<file path="config.mk">
export PLATFORM = sky130hd
export DESIGN_NAME = branch_predictor
export DESIGN_NICKNAME = d
export VERILOG_FILES = /design/src/rtl/branch_predictor.sv
export SDC_FILE = /design/constraint.sdc
export NUM_CORES = 1
export LEC_CHECK = 0
export BUFFER_PORTS_ARGS = -buffer_cell sky130_fd_sc_hd__buf_2
export CORE_MARGIN = 4
export CORE_UTILIZATION = 51
export DETAILED_ROUTE_END_ITERATION = 12
export HOLD_SLACK_MARGIN = 0.02
export PLACE_DENSITY = 0.77
export SETUP_SLACK_MARGIN = 0.2
export SLEW_MARGIN = 10
export SYNTH_ARGS = -nofsm -noshare
export SYNTH_HDL_FRONTEND = slang
export SYNTH_SLANG_ARGS = --single-unit
</file>
<file path="constraint.sdc">
create_clock -name clk -period 5.25 [get_ports clk]
set_input_delay 0.525 -clock clk [delete_from_list [all_inputs] [get_ports clk]]
set_output_delay 0.525 -clock clk [all_outputs]
set_load 0.02 [all_outputs]
</file>
<file path="src/rtl/branch_predictor.sv">
// Bimodal predictor: 2-bit saturating counters indexed by PC, combinational prediction/target.
// Training and perf counters update one edge after a qualifying MEM branch; mem_stall freezes both.
module branch_predictor #(
  parameter int IDX_BITS = 6,
  parameter int CNT_BITS = 32
) (
  input  logic                clk,
  input  logic                rst,
  input  logic [31:0]         in_addr,
  input  logic [31:0]         offset,
  input  logic                branch_decode_sig,
  output logic [31:0]         branch_addr,
  output logic                prediction,
  input  logic [31:0]         mem_addr,
  input  logic                branch_mem_sig,
  input  logic                actual_branch_decision,
  input  logic                mispredict_in,
  input  logic                mem_stall,
  output logic [CNT_BITS-1:0] branch_count,
  output logic [CNT_BITS-1:0] mispredict_count
);

  localparam int ENTRIES = 1 << IDX_BITS;
  localparam logic [CNT_BITS-1:0] CNT_ONE = CNT_BITS'(1);
  localparam logic [CNT_BITS-1:0] CNT_MAX = '1;

  logic [1:0]          ctr_table [ENTRIES];
  logic [IDX_BITS-1:0] rd_idx;
  logic [IDX_BITS-1:0] wr_idx;
  logic                train;
  logic [1:0]          cur_ctr;
  logic [1:0]          nxt_ctr;
  logic                unused_mem_bits;

  assign rd_idx = in_addr[IDX_BITS+1:2];
  assign wr_idx = mem_addr[IDX_BITS+1:2];
  assign unused_mem_bits = ^{mem_addr[31:IDX_BITS+2], mem_addr[1:0]};

  assign train = branch_mem_sig & ~mem_stall;

  // Reads come straight from the flops, so a same-index write is seen only next cycle.
  assign prediction  = branch_decode_sig & ctr_table[rd_idx][1];
  assign branch_addr = in_addr + offset;

  assign cur_ctr = ctr_table[wr_idx];

  always_comb begin
    nxt_ctr = cur_ctr;
    if (actual_branch_decision) begin
      if (cur_ctr != 2'b11) nxt_ctr = cur_ctr + 2'd1;
    end else begin
      if (cur_ctr != 2'b00) nxt_ctr = cur_ctr - 2'd1;
    end
  end

  always_ff @(posedge clk or posedge rst) begin
    if (rst) begin
      for (int i = 0; i < ENTRIES; i++) ctr_table[i] <= 2'b01;
    end else if (train) begin
      ctr_table[wr_idx] <= nxt_ctr;
    end
  end

  always_ff @(posedge clk or posedge rst) begin
    if (rst) begin
      branch_count     <= '0;
      mispredict_count <= '0;
    end else if (train) begin
      if (branch_count != CNT_MAX) branch_count <= branch_count + CNT_ONE;
      if (mispredict_in && (mispredict_count != CNT_MAX))
        mispredict_count <= mispredict_count + CNT_ONE;
    end
  end

endmodule
</file>
==> flow_summary.toml <==
[routing]
drt-initial-drc-count = 518
remaining_drc_errors = 0
drt_first_pass_iters = 5
drtAntennaViolNets = 0
vias = 8479
wl_per_cell_um = 18.8
viasPerCell = 5.93
wl_um = 26800

[synthesis]
synth_most_common_cell = "mux2_2"
synth_edf_count = 0
ys_seq_area_frac = 0.439
synth_seq_cells = 192
synth_cell_types = 57
synthFlopType = "dfrtp_1"
synth_area_um2 = 11100
yosysTopAreaCell = "dfrtp_1"
ys_top_cells_by_count = "mux2_2 (138), dfrtp_1 (128), nand2_1 (95)"
synthCells = 987
synth_nets = 1124
synth_top_area_frac = 0.288
synth_async_sr_flop_share = 1.00
synthTopCellsByArea = "dfrtp_1 (29%), dfstp_2 (15%), mux2_2 (14%)"
syn_area_per_cell_um2 = 11.3
yosys_warnings = 0

[pwr]
peakVddDrop_mv = 0.252
p_sw_w = 0.00113
pwr-share-clk = 0.353
power.internal_w = 0.00271
p_seq_frac = 0.446
power_density_nw_per_um2 = 298
power_leakage_nw = 5.95
netSwitchingFraction = 0.295
p_comb_frac = 0.201

[status]
status = "finished, final reports clean"

[placed_design]
gp_congestion = 0.852
dp_hpwl_um = 18500
portBuffers = 173

[final_layout]
nets = 1278
n_antenna_cell = 0
drive_gt1_frac = 0.397
fin_util = 0.607
n_fill_cell = 1733
area_growth_pct = 15.7

[grt]
grt_pass1_wl_um = 43500
grt_max_degree = 193
antenna_found_initial = 0
grt_pass1_vias = 8605
grt_util_all_layers = 0.221
grt_overflow_total = 0

[job]
cap_violations = 0

[sta]
slew_headroom = 0.221
fin_tns_setup_ns = 0
max_freq_ghz = 0.241
finalSetupViolCount = 0
hold_ws_ns = 0.343
worst-slew-pin-transition_ns = 1.17
drv_slew = 0
hold_viol_final = 0
rsz0062_at_grt = "no"
fin_skew_ns = 0.0124
min_period_ns = 4.14
post-route-period-util = 0.789

[critical_path]
cp.arrival_ns = 3.62
startpoint = "in_addr[3]"
crit_path_end_kind = "primary output"
worstSetupPathType = "in -> out"
cp_data_required_time_ns = 4.72
path_max_fanout = 17
rr_startpoint = "ctr_table[84]"
start_kind = "primary input"

[floorplan]
die_y_um = 156
design.core.area_um2 = 21200
die_w_um = 156
initial_core_util = 0.525
design.die.area_um2 = 24300
rows = 53
ios = 200

[clock_tree]
clk_pin_slew_ns = 0.07
holdBufCountCts = 0
clk_latency_ns = 0.43
htree_levels = 4
cts_tree = "built"
cts_max_path_buffers = 2
cts_resized = 0
cts_made_buffers = 17
cts.sinks = 192
cts_setup_buffers = 0
cts-root-buf = "clkbuf_16"

[min_path]
worstHoldPathType = "in -> async"
-- cell type report --
class / instances / area (um^2) / area share
sequential: 192 / 4880 / 0.379
tap: 275 / 344 / 0.0267
clock inverter: 14 / 175 / 0.0136
inverter: 9 / 37.5 / 0.00291
timing repair buffer: 180 / 956 / 0.0742
multi-input combinational: 741 / 6050 / 0.469
clock buffer: 18 / 439 / 0.0341
-- power by group through the flow --
stage	registers, W	logic (W)	clock network [W]
global placement	0.00173	0.000758	0
CTS	0.00171	0.000775	0.00138
detailed placement	0.00173	0.000774	0
floorplan	0.00176	0.000495	0
finish	0.00171	0.000772	0.00136
global route	0.00173	0.000841	0.00145
-- registers in the layout (all words and copies together) (netlist names) --
register / flops
mispredict_count: 32
branch_count: 32
ctr_table: 128
-- critical path: stages --
cell,delay [ns]
buf_2,0.43
ha_1,0.38
and3_1,0.16
a221oi_1,0.54
o21bai_1,0.24
a21oi_1,0.26
o21ai_0,0.20
a211oi_1,0.27
o21bai_1,0.11
a21oi_1,0.19
xnor2_1,0.13
buf_2,0.18
-- routing by layer --
layer | GRT usage | vias up | share of wire
met5 | 0 | - | 0
met4 | 0.0588 | 0 | 0.017
met3 | 0.0513 | 44 | 0.075
met2 | 0.365 | 330 | 0.48
met1 | 0.295 | 4203 | 0.42
li1 | - | 3902 | -
-- cells in the final DEF, fill, tap and decap left out, types with 3 or more instances in the layout --
master     synthesis  final
inv_1              9      8
buf_2              7    173
dfrtp_1          128    128
nor3_1            12     10
mux4_2            35     35
a22o_1             4      4
o21bai_1           9      9
mux2_2           138    138
and3_1            18     18
nor4_1             4      4
xor2_1            23     23
bufinv_16          0      3
ha_1              33     33
buf_12             0      3
o22ai_1            5      5
o21ai_0           22     22
or2_2              3      3
nor2b_1            8      8
and4_1             8      8
a21oi_1           40     40
dfstp_2           64     64
buf_4              0      4
inv_6              0      6
nand2_1           95     95
nand3_1           34     34
a22oi_1            5      5
and2_1            15     15
mux2i_1           17     17
nand2b_1           5      5
a31oi_1            4      4
clkbuf_16          0     17
or3_1              3      3
nand4_1           14     14
a221oi_1           6      6
nor2_1            63     63
nand3b_1           4      4
xnor2_1           68     68
o211ai_1           4      4
a21o_1            11     11
-- path summary, 6_finish.rpt --
| check | endpoint | slack (ns) | depth (start not counted) |
|---|---|---|---|
| setup / recovery | branch_addr[20] | 1.11 | 12 |
| hold / removal | mispredict_count[10] | 0.34 | 3 |
| setup reg to reg | ctr_table[77] | 1.83 | 6 |
| hold reg to reg | branch_count[28] | 0.49 | 1 |
| max in group asynchronous | ctr_table[77] | 4.09 | 3 |
| min in group clk | branch_count[28] | 0.49 | 1 |
-- cell families (layout without fill, tap and decap cells) --
logic type | Yosys count | after routing | synth area share
compound gates | 126 | 126 | 0.0725
xor+xnor | 91 | 91 | 0.0716
fa+ha+maj | 36 | 36 | 0.0409
buf+inv | 54 | 221 | 0.0190
flops | 192 | 192 | 0.439
mux | 192 | 192 | 0.228
simple gates | 296 | 296 | 0.129
-- stage by stage --
stage,power [W],std cells,area [um^2],setup slack (ns)
after global routing,0.00402,1429,12900,0.853
after CTS,0.00387,1429,12900,1.12
after floorplan,0.00225,987,11100,1.58
after detailed placement,0.00251,1397,12300,0.949
after global placement,0.00248,1397,12300,0.981
final,0.00384,1429,12900,1.11
(Power assumes the default switching activity.)
